**src/rtl/pwm_dac_modulator.sv**
```systemverilog
// ---------------------------------------------------------------------------
// pwm_dac_modulator
//
// Purpose:
//   Turns a paced stream of unsigned samples into a PWM waveform. Each
//   accepted sample sets the duty of exactly one PWM period of 2^DATA_W ticks.
//   The pin drives an external RC low-pass filter, which makes this the
//   analogue output stage.
//   Samples are double-buffered. A pending slot takes the next sample through
//   a valid/ready handshake while the active duty plays out. A period that
//   starts with an empty pending slot repeats the last duty and reports an
//   underrun.
//
// Ports:
//   clk            system clock; every register updates on its rising edge
//   reset          synchronous, active-high; clears all state
//   enable         1 = modulate, 0 = idle with the pin held low
//   sample_in      unsigned duty sample (DATA_W bits)
//   sample_valid   sample_in is valid this cycle
//   sample_ready   pending slot is empty (low while reset is asserted)
//   pwm_out        registered PWM pin
//   period_start   one-cycle pulse when the tick counter restarts at 0
//   underrun       one-cycle pulse when a period starts without a new sample
//   underrun_count saturating count of underrun pulses (UCNT_W bits)
// ---------------------------------------------------------------------------
module pwm_dac_modulator #(
    parameter int DATA_W   = 8,
    parameter int PRESCALE = 1,
    parameter int UCNT_W   = 16
) (
    input  logic              clk,
    input  logic              reset,
    input  logic              enable,
    input  logic [DATA_W-1:0] sample_in,
    input  logic              sample_valid,
    output logic              sample_ready,
    output logic              pwm_out,
    output logic              period_start,
    output logic              underrun,
    output logic [UCNT_W-1:0] underrun_count
);

    // The prescaler needs at least one bit, even when PRESCALE == 1.
    localparam int               PRE_W    = (PRESCALE > 1) ? $clog2(PRESCALE) : 1;
    localparam logic [PRE_W-1:0] PRE_LAST = PRE_W'(PRESCALE - 1);

    typedef enum logic {
        IDLE = 1'b0,
        RUN  = 1'b1
    } state_t;

    state_t            state;
    logic [DATA_W-1:0] cnt;
    logic [DATA_W-1:0] duty_active;
    logic [DATA_W-1:0] pend;
    logic              pend_valid;
    logic [PRE_W-1:0]  pre;

    logic tick;
    logic cnt_last;
    logic accept;

    // Saturating increment for the underrun counter: it holds at all-ones.
    function automatic logic [UCNT_W-1:0] sat_inc(input logic [UCNT_W-1:0] v);
        return (&v) ? v : v + UCNT_W'(1);
    endfunction

    // Ready depends only on the pending slot. A sample that arrives in the
    // cycle a period boundary consumes the slot must wait one cycle; it is
    // never passed straight through to the active duty.
    assign sample_ready = ~pend_valid & ~reset;
    assign accept       = sample_valid & sample_ready;
    assign tick         = (pre == PRE_LAST);
    assign cnt_last     = &cnt;

    always_ff @(posedge clk) begin
        if (reset) begin
            state          <= IDLE;
            cnt            <= '0;
            pre            <= '0;
            duty_active    <= '0;
            pend           <= '0;
            pend_valid     <= 1'b0;
            pwm_out        <= 1'b0;
            period_start   <= 1'b0;
            underrun       <= 1'b0;
            underrun_count <= '0;
        end else begin
            period_start <= 1'b0;
            underrun     <= 1'b0;

            // Accepting a sample needs an empty slot, and consuming one needs
            // a full slot. The two therefore never both write pend_valid in
            // the same cycle.
            if (accept) begin
                pend       <= sample_in;
                pend_valid <= 1'b1;
            end

            case (state)
                IDLE: begin
                    cnt     <= '0;
                    pre     <= '0;
                    pwm_out <= 1'b0;
                    if (enable) begin
                        state        <= RUN;
                        period_start <= 1'b1;
                        if (pend_valid) begin
                            duty_active <= pend;
                            pend_valid  <= 1'b0;
                        end else begin
                            // Nothing has been played yet, so a starved
                            // start runs a silent (duty 0) period.
                            duty_active    <= '0;
                            underrun       <= 1'b1;
                            underrun_count <= sat_inc(underrun_count);
                        end
                    end
                end

                RUN: begin
                    if (!enable) begin
                        // The pending sample is kept for the next RUN entry.
                        state   <= IDLE;
                        cnt     <= '0;
                        pre     <= '0;
                        pwm_out <= 1'b0;
                    end else begin
                        // The pin lags cnt/duty_active by one clock. That
                        // gives exactly duty_active high clocks per period.
                        pwm_out <= (cnt < duty_active);
                        if (tick) begin
                            pre <= '0;
                            cnt <= cnt + DATA_W'(1);
                            if (cnt_last) begin
                                period_start <= 1'b1;
                                if (pend_valid) begin
                                    duty_active <= pend;
                                    pend_valid  <= 1'b0;
                                end else begin
                                    // Starved: repeat the last duty.
                                    underrun       <= 1'b1;
                                    underrun_count <= sat_inc(underrun_count);
                                end
                            end
                        end else begin
                            pre <= pre + PRE_W'(1);
                        end
                    end
                end

                default: state <= IDLE;
            endcase
        end
    end

endmodule

```
**config.mk**
```make
export PLATFORM = sky130hd
export DESIGN_NAME = pwm_dac_modulator
export DESIGN_NICKNAME = d
export VERILOG_FILES = /design/src/rtl/pwm_dac_modulator.sv
export SDC_FILE = /design/constraint.sdc
export NUM_CORES = 1
export LEC_CHECK = 0
export CAP_MARGIN = 10
export CORE_MARGIN = 1.5
export CORE_UTILIZATION = 35
export DETAILED_ROUTE_END_ITERATION = 6
export PLACE_DENSITY = 0.63
export SLEW_MARGIN = 20
export SYNTH_ARGS = -nofsm -noshare
export SYNTH_HDL_FRONTEND = slang
export SYNTH_SLANG_ARGS = --single-unit
```
**constraint.sdc**
```tcl
create_clock -name clk -period 5.07 [get_ports clk]
set_input_delay 1.2675 -clock clk [delete_from_list [all_inputs] [get_ports clk]]
set_output_delay 1.2675 -clock clk [all_outputs]
set_load 0.01 [all_outputs]
```
* Word-level counts from Yosys, hierarchy flattened
Cells that the tools add are included.
** Word-level totals
- Output and inout bits :: 20
- Logic and storage cells :: 69
- Register bits after elaboration :: 46
** Operators by class
- Bitwise operators :: 5
- Eq/ne operators :: 6
- Muxes and demuxes :: 40
- Magnitude comparators :: 1
- Add/subtract/negate cells :: 3
- Reduce and logical (&&, ||, !) cells :: 4
** Operators with widths (count)
- $mux W16 :: 6
- $mux W8 :: 8
- $pmux W16 S2 :: 1
- $pmux W8 S2 :: 2
- $mux W1 :: 18
- $add A16 B1 Y16 const B :: 1
- $reduce_and A16 Y1 :: 1
- $pmux W1 S2 :: 5
- $add A8 B1 Y8 const B :: 1
- $lt A8 B8 Y1 :: 1
- $reduce_and A8 Y1 :: 1
- $ne A2 B2 Y1 const B :: 3
- $reduce_and A5 Y1 :: 1
- $ne A2 B1 Y1 const B :: 2
- $reduce_and A4 Y1 :: 1
- $ne A3 B3 Y1 const B :: 1
- $not A1 Y1 :: 3
- $and A1 B1 Y1 :: 2
- $add A1 B1 Y1 const B :: 1

* Longest topological paths before layout
Gate-level depths: netlist of run 1.
- Word-level depth :: 9
- Depth in mapped cells :: 6
- Mapped depth without buffers :: 5

* Least setup slack after synthesis of run 1
OpenSTA, ideal clock, no wires.
- Path type :: input to output
- Start :: input reset
- End :: output sample_ready
- Stages on the path :: 3
- Data arrival time :: 1.938 ns
- Buffers on the path :: 2
- Path slack :: 1.865 ns
- Required time :: 3.803 ns
- Cells stage by stage :: clkbuf_1 -> clkbuf_1 -> nor2_1
** On the way
- Cells in the longest elaborated chain, start to end :: 2
** Ends and longest elaborated chain
- start: declaration :: line 32 : input logic reset,
- $not A1 Y1 :: line 71 : assign sample_ready = ~pend_valid & ~reset;
- $and A1 B1 Y1 :: line 71
- end: declaration :: line 36 : output logic sample_ready,
Every way passes these cells.

* Final worst setup path of run 1
Ends and elaborated chain as after synthesis.

==> results of run 1 <==
## layout by cell type, fill, tap and decap left out, types with 8 or more instances in the layout
master | synthesis | routed
mux2i_1 | 9 | 9
a21oi_1 | 11 | 11
inv_1 | 8 | 8
clkdlybuf4s50_1 | 0 | 31
mux2_2 | 13 | 13
nand2_1 | 9 | 9
nor4_1 | 11 | 11
nor2b_1 | 16 | 16
nor2_1 | 32 | 32
o21ai_0 | 11 | 11
dfxtp_1 | 45 | 45
nand3_1 | 13 | 13
ha_1 | 9 | 9
## cell type report
class / instances / area, um2 / area share (%)
multi-input cells: 181 / 1210 / 45.3
flip-flops and latches: 45 / 901 / 33.6
repair buffers: 33 / 325 / 12.1
well taps: 75 / 93.8 / 3.50
clock buffers: 7 / 86.3 / 3.22
clock inverters: 1 / 30.0 / 1.12
inverters: 8 / 30.0 / 1.12
## synth_stat cells, types with 4 or more instances
library cell,instances
a21oi_1,11
and3_1,4
and4_1,5
clkbuf_1,10
dfxtp_1,45
ha_1,9
inv_1,8
mux2_2,13
mux2i_1,9
nand2_1,9
nand3_1,13
nand4_1,6
nor2_1,32
nor2b_1,16
nor4_1,11
o21ai_0,11
## flip-flops by register name, summed over array words and instances (netlist names)
signal,count
cnt,8
pwm_out,1
duty_active,8
pend,8
state,1
underrun,1
underrun_count,16
period_start,1
pend_valid,1
## metal layers
metal / up-vias / part of all wire [%] / GRT usage (%)
met3: 6 / 2.7 / 3.96
met2: 20 / 44 / 20.8
met1: 852 / 52 / 22.1
met4: 0 / 1.8 / 6.10
li1: 927 / - / -
met5: - / 0 / 0
## logic make-up after synthesis
kind of cell	count (synthesis)
xor gates and xnor gates	5
DFF	45
muxes	22
AOI/OAI and AO/OA	34
and+or+nand+nor	111
buffers and inverters	21
adders and majority gates	9
## path summary, 6_finish.rpt
check	to	start	cells past startpoint	slack, ns
worst min-delay path	duty_active[3]	pend[3]	2	0.47
worst max-delay path	sample_ready	reset	3	1.39
worst max register to register	underrun_count[7]	cnt[0]	5	2.94
worst min register to register	duty_active[3]	pend[3]	2	0.47
## power groups by stage
stage	Sequential, mW	Combinational, mW	Clock [mW]
2_1_floorplan	0.374	0.0346	0
3_3_place_gp	0.374	0.0559	0
3_5_place_dp	0.374	0.0566	0
4_1_cts	0.366	0.0567	0.293
5_1_grt	0.367	0.0624	0.306
6_report	0.366	0.0562	0.286
## worst max-delay path, cell delays in order
cell and delay [ns]:
clkdlybuf4s50_1 0.47, nor2_1 0.13, clkdlybuf4s50_1 0.55
## metrics by stage
stage / util [%] / instances / total power, mW
after global placement: 42.6 / 342 / 0.430
after global routing: 44.5 / 350 / 0.736
after detailed placement: 42.6 / 342 / 0.431
after floorplan: - / 247 / 0.409
final: 44.5 / 350 / 0.709
after CTS: 44.5 / 350 / 0.716
==> impl_metrics.csv, run 1 <==
group,metric,value,unit
sta,tightest_slew,0.926,ns
sta,tns,0,ns
cells_and_area,final_cell_area,2680,um2
sta,min_period,3.68,ns
worst_setup_path,crit_path_end_kind,"output port",
yosys,syn_area_per_cell,8.95,um2
placement,place_congestion,0.763,
sta,setup_viol_count_final,0,
yosys,synth_top_area_share,40.7,%
detailed_routing,first_iter_violations,113,
power,power.share.sequential,51.7,%
global_routing,grt_pass1_wl,7850,um
clocking,h-tree-depth,2,
cells_and_area,final_layout_size_suffix_gt1_share,9.82,%
power,powerDensity,264,nW/um2
clocking,clk_pin_slew,0.09,ns
power,clkPwrFrac,40.4,%
die,dieArea,6800,um2
yosys,synth_xor_area_share,1.98,%
yosys,synth_seq_cells,45,
yosys,synthAdderAreaFrac,5.09,%
yosys,synth_edf_count,0,
die,core,6030,um2
detailed_routing,wire_per_inst,13.4,um
detailed_routing,num_vias,1805,
cells_and_area,area_growth_syn_to_layout,21.3,%
clocking,cts_hold_buf,0,
placement,dp_hpwl,3170,um
cells_and_area,n_fill_cell,612,
sta,slew_viol_final,0,
yosys,synth-main-ff-cell,"dfxtp_1",
run,maxCapViolCount,0,
clocking,ctsRootBufferMaster,"clkbuf_8",
power,switchingPower,0.162,mW
yosys,synth_nets,268,
power,sw_frac_of_total,22.9,%
power,combPwrFrac,7.9,%
power,p_leak,0.974,nW
detailed_routing,postRouteAntennaNets,0,
die,fp.dieH,82.5,um
sta,rsz0062_at_grt,"no",
worst_setup_path,worstSetupStartpointType,"primary input",
detailed_routing,routed_wl,4700,um
run_status,status,"complete, no violations",
die,pin_count,32,
detailed_routing,drtPass1Iterations,4,
clocking,post-cts-setup-buffers,0,
yosys,yosys-top-cells-area,"dfxtp_1 41%, mux2_2 6.6%, nor2_1 5.4%, ha_1 5.1%, nor2b_1 4.5%",
clocking,clock_sinks,45,
worst_setup_path,path_max_fanout,2,
sta,clock_skew,0.00774,ns
hold_path,min_path_type,"reg -> reg",
worst_setup_path,arrival,2.41,ns
detailed_routing,drcViolationCount,0,
clocking,tritoncts,"yes",
clocking,cts_resized,0,
yosys,synth_simple_gate_area_share,27.9,%
clocking,clk_path_buf_depth,2,
yosys,syn_area,2210,um2
power,peakVddDrop,128,uV
yosys,synth_top_cell_by_area,"dfxtp_1",
cells_and_area,n_antenna_cell,0,
yosys,synth.area.mux_share,10.7,%
global_routing,grt_usage,15.2,%
sta,relSlewSlack,38.1,%
yosys,synth_compound_area_share,9.28,%
yosys,ys_warn_count,0,
die,num_rows,28,
placement,portBuffers,31,
sta,hold_viol_final,0,
die,start_util,36.7,%
sta,whs,0.467,ns
clocking,worstSkewPairLatency,0.31,ns
yosys,async_reset_ff_share,0,%
global_routing,grt_start_max_net_pins,51,
cells_and_area,final_nets,295,
yosys,yosysSeqAreaShare,40.7,%
global_routing,antenna_found_initial,0,
sta,period_share,72.6,%
global_routing,grt_pass1_vias,1575,
detailed_routing,viasPerCell,5.16,
sta,fmax,0.272,GHz
yosys,ys_types,37,
placement,post-place-ws,1.37,ns
worst_setup_path,critPathKind,"in -> out",
worst_setup_path,worstPathRequired,3.80,ns
die,fp.dieW,82.5,um
sta,setup_slack,1.39,ns
global_routing,overflow,0,
yosys,synthCells,247,
power,internal_power,0.547,mW
clocking,numCtsBuffers,5,
placement,place_area,2560,um2
yosys,synth_top_family_by_area,"simple AND/OR/NAND/NOR gates",
Power figures use the tool's default switching activity.
==> run 2: changes to the inputs <==
clock period = 3.8 ns   (was 5.07 ns; I/O delays follow)
==> impl_metrics.csv, run 2 (synthesis gave the netlist of run 1 again) <==
group,metric,value,unit
worst_setup_path,startpoint,"reset",
cells_and_area,final_cell_mix,"45 x dfxtp_1, 32 x nor2_1, 31 x clkdlybuf4s50_1",
clocking,ctsRootBufferMaster,"clkbuf_8",
worst_setup_path,cpMaxStageDelayCell,"clkdlybuf4s50_1",
detailed_routing,drtPass1Iterations,4,
placement,place_congestion,0.802,
power,powerDensity,349,nW/um2
run_status,status,"complete, no violations",
clocking,tritoncts,"yes",
worst_setup_path,cp_slowest_stage_delay,0.55,ns
clocking,numCtsBuffers,5,
cells_and_area,n_antenna_cell,0,
worst_setup_path,crit_buf_inv,2,
global_routing,grt_usage,14.8,%
die,core,6030,um2
worst_setup_path,critPathTopFamily,"buffers and inverters",
worst_setup_path,worst_r2r_endpoint,"underrun_count[8]",
worst_setup_path,worstSetupStartpointType,"primary input",
clocking,clk_path_buf_depth,2,
hold_path,worstHoldStart,"pend[4]",
cells_and_area,final_layout_size_suffix_gt1_share,10.1,%
detailed_routing,num_vias,1836,
cells_and_area,largest_reg_flops,16,
cells_and_area,regMostFlops,"underrun_count",
clocking,post-cts-setup-buffers,0,
sta,fmax,0.324,GHz
sta,slew_viol_final,0,
cells_and_area,final_common_cell,"dfxtp_1",
detailed_routing,postRouteAntennaNets,0,
die,start_util,36.7,%
worst_setup_path,reg2reg_slack,1.73,ns
die,dieArea,6800,um2
detailed_routing,wire_per_inst,13.3,um
global_routing,grt_start_max_net_pins,50,
worst_setup_path,reg2regPathDepth,5,
clocking,clock_sinks,45,
sta,rsz0062_at_grt,"no",
power,peakVddDrop,149,uV
sta,setup_slack,0.712,ns
sta,clock_skew,0.0101,ns
worst_setup_path,cp_cell_sequence,"clkdlybuf4s50_1 -> nor2_1 -> clkdlybuf4s50_1",
detailed_routing,viasPerCell,5.23,
worst_setup_path,path_max_fanout,3,
hold_path,min_path_type,"reg -> reg",
clocking,worstSkewPairLatency,0.31,ns
worst_setup_path,crit_path_end_kind,"output port",
worst_setup_path,critPathKind,"in -> out",
placement,dp_cells,343,
worst_setup_path,cp_common_cell,"clkdlybuf4s50_1",
global_routing,antenna_found_initial,0,
sta,setup_viol_count_final,0,
sta,hold_viol_final,0,
worst_setup_path,worstPathRequired,2.85,ns
die,fp.dieH,82.5,um
clocking,cts_resized,0,
hold_path,hold_path_depth,2,
hold_path,worstHoldEndpoint,"duty_active[4]",
detailed_routing,first_iter_violations,82,
cells_and_area,stdcell_count,351,
die,pin_count,32,
run,maxCapViolCount,0,
placement,dp_hpwl,3170,um
clocking,clk_pin_slew,0.09,ns
detailed_routing,drcViolationCount,0,
placement,post-place-ws,0.706,ns
power,p_leak,0.976,nW
global_routing,grt_pass1_wl,7660,um
sta,tightest_slew,0.939,ns
sta,tns,0,ns
sta,period_share,81.3,%
cells_and_area,area_growth_syn_to_layout,21.4,%
sta,min_period,3.09,ns
die,fp.dieW,82.5,um
sta,relSlewSlack,37.2,%
die,num_rows,28,
placement,portBuffers,31,
global_routing,overflow,0,
worst_setup_path,arrival,2.14,ns
cells_and_area,final_nets,296,
cells_and_area,fin_util,44.5,%
clocking,cts_hold_buf,0,
global_routing,grt_pass1_vias,1591,
worst_setup_path,reg2reg_from,"cnt[0]",
detailed_routing,routed_wl,4670,um
clocking,h-tree-depth,2,
run 2: changes by cell type in the layout (fill, tap and decap cells not counted):
cell      change
buf_4         +1
clkbuf_8      -1
clkinv_4      +1
run 2: stage by stage:
step	cell area, um2	hold slack, ns	total power, mW
finish	2680	0.470	0.936
global route	2680	0.489	0.978
CTS	2680	0.475	0.942
detailed placement	2570	0.460	0.576
global placement	2570	0.457	0.575
floorplan	2210	0.437	0.546
run 2: cell type report:
cell class | instances | area (um2)
fill | 629 | 3340
multi-input combinational | 181 | 1210
sequential | 45 | 901
timing repair buffer | 34 | 333
tap | 75 | 93.8
clock buffer | 6 | 72.6
clock inverter | 2 | 38.8
inverter | 8 | 30.0
run 2: how the worst max path moves through the flow:
stage                     slack [ns]  cells past startpoint           end
after floorplan                 1.23                      3  sample_ready
after global placement          0.69                      3  sample_ready
after detailed placement        0.71                      3  sample_ready
after CTS                       0.69                      3  sample_ready
after global routing            0.65                      3  sample_ready
final                           0.71                      3  sample_ready
run 2: report_power, final:
| group | internal [mW] | leakage, nW | switching, mW |
|---|---|---|---|
| combinational | 0.0337 | 0.555 | 0.0423 |
| clock | 0.198 | 0.0554 | 0.174 |
| sequential | 0.482 | 0.365 | 0.00664 |
run 2: worst register-to-register path, stage by stage, from the launching register on:
cell and delay [ns]:
dfxtp_1 0.36, ha_1 0.26, and4_4 0.21, a21oi_2 0.66
nor4_1 0.16, mux2_2 0.31
run 2: metal layers:
| metal | part of all wire (%) | routed length (um) | track usage [%] | vias up |
|---|---|---|---|---|
| li1 | - | - | - | 939 |
| met1 | 50 | 2350 | 20.9 | 862 |
| met2 | 45 | 2090 | 21.4 | 30 |
| met3 | 3.7 | 172 | 3.74 | 5 |
| met4 | 1.2 | 55 | 5.59 | 0 |
| met5 | 0 | 0 | 0 | - |
==> run 3: changes to the inputs <==
PLACE_DENSITY = 0.66   (was 0.63)
clock period = 2.83 ns   (was 3.8 ns; I/O delays follow)
==> impl_metrics.csv, run 3 (synthesis gave the netlist of run 1 again) <==
group,metric,value,unit
run_status,status,"complete, no violations",
detailed_routing,routed_wl,4510,um
sta,rsz0062_at_grt,"no",
sta,relSlewSlack,48.5,%
sta,fmax,0.388,GHz
detailed_routing,drtPass1Iterations,4,
die,fp.dieW,82.5,um
power,powerDensity,433,nW/um2
sta,setup_slack,0.250,ns
worst_setup_path,crit_buf_inv,2,
clocking,clk_pin_slew,0.09,ns
cells_and_area,final_layout_size_suffix_gt1_share,11.8,%
detailed_routing,viasPerCell,5.15,
worst_setup_path,crit_path_end_kind,"output port",
cells_and_area,final_cell_mix,"45 x dfxtp_1, 32 x nor2_1, 31 x clkdlybuf4s50_1",
sta,hold_viol_final,0,
cells_and_area,n_antenna_cell,0,
global_routing,grt_util_met3,2.42,%
die,num_rows,28,
placement,place_congestion,0.782,
global_routing,grt_util_met2,23.9,%
power,peakVddDrop,248,uV
cells_and_area,n_fill_cell,612,
clocking,ctsRootBufferMaster,"clkbuf_8",
global_routing,overflow,0,
global_routing,antenna_found_initial,0,
worst_setup_path,cpMaxStageDelayCell,"clkdlybuf4s50_1",
sta,slew_viol_final,0,
placement,post-place-ws,0.259,ns
sta,whs,0.475,ns
worst_setup_path,arrival,1.87,ns
worst_setup_path,critPathTopFamily,"buffers and inverters",
clocking,worstSkewPairLatency,0.29,ns
clocking,clk_path_buf_depth,2,
cells_and_area,fin_util,44.7,%
clocking,cts_resized,0,
global_routing,grt_pass1_vias,1728,
worst_setup_path,worstPathRequired,2.12,ns
sta,period_share,91.2,%
detailed_routing,num_vias,1827,
worst_setup_path,worstSetupStartpointType,"primary input",
clocking,cts_hold_buf,0,
clocking,tritoncts,"yes",
power,p_leak,0.984,nW
die,fp.dieH,82.5,um
cells_and_area,area_growth_syn_to_layout,22.0,%
sta,setup_viol_count_final,0,
worst_setup_path,cp_cell_sequence,"clkdlybuf4s50_1 -> nor2_1 -> clkdlybuf4s50_1",
cells_and_area,final_common_cell,"dfxtp_1",
detailed_routing,postRouteAntennaNets,0,
sta,clock_skew,0.00671,ns
die,start_util,36.7,%
worst_setup_path,cp_slowest_stage_delay,0.55,ns
cells_and_area,largest_reg_flops,16,
worst_setup_path,path_max_fanout,2,
global_routing,grt_pass1_wl,7910,um
worst_setup_path,cp_common_cell,"clkdlybuf4s50_1",
cells_and_area,regMostFlops,"underrun_count",
sta,min_period,2.58,ns
global_routing,grt_start_max_net_pins,50,
clocking,h-tree-depth,2,
placement,portBuffers,31,
clocking,clock_sinks,45,
clocking,numCtsBuffers,5,
global_routing,use_met1,20.5,%
placement,dp_cells,347,
run,maxCapViolCount,0,
detailed_routing,wire_per_inst,12.7,um
detailed_routing,drcViolationCount,0,
cells_and_area,stdcell_count,355,
placement,dp_hpwl,3160,um
die,pin_count,32,
die,dieArea,6800,um2
die,core,6030,um2
sta,tns,0,ns
sta,tightest_slew,0.765,ns
global_routing,top_usage_layer,"met2",
detailed_routing,first_iter_violations,74,
clocking,post-cts-setup-buffers,0,
hold_path,min_path_type,"reg -> reg",
worst_setup_path,critPathKind,"in -> out",
cells_and_area,final_nets,300,
global_routing,grt_usage,15.0,%
[run 3: layer usage]
| layer | up-vias | part of all wire, % |
|---|---|---|
| met5 | - | 0 |
| met1 | 849 | 51 |
| met3 | 5 | 2.4 |
| li1 | 945 | - |
| met2 | 28 | 45 |
| met4 | 0 | 1.2 |
[run 3: worst paths after layout]
check                                       start           endpoint  slack (ns)  cells after the start
worst max-delay path                        reset       sample_ready        0.25                      3
worst min register to register            pend[6]     duty_active[6]        0.47                      2
worst max register to register  underrun_count[0]  underrun_count[8]        0.79                      5
worst min-delay path                      pend[6]     duty_active[6]        0.47                      2
[run 3: power breakdown]
part           total [mW]  switching (mW)  internal [mW]
clock network       0.405           0.227          0.178
registers           0.656         0.00917          0.647
logic               0.106          0.0568         0.0492
[run 3: worst min-delay path: cells and delay by family, from the launching register on]
kind | cells | cell delay, ns
DFF | 1 | 0.32
and+or+nand+nor | 1 | 0.06
AOI/OAI and AO/OA | 1 | 0.05
[run 3: area by class of cell]
| cell class | count | area, um2 | share of cell area [%] |
|---|---|---|---|
| repair buffers | 38 | 363 | 13.5 |
| inverters | 8 | 30.0 | 1.11 |
| clock buffers | 5 | 68.8 | 2.55 |
| flip-flops and latches | 45 | 901 | 33.4 |
| well taps | 75 | 93.8 | 3.48 |
| multi-input cells | 181 | 1210 | 45.1 |
| clock inverters | 3 | 25.0 | 0.928 |
[run 3: per-stage QoR]
stage               instance area, um2  power (mW)
floorplan                         2210       0.733
global placement                  2600       0.776
detailed placement                2600       0.777
CTS                               2700        1.19
global route                      2700        1.23
finish                            2700        1.17
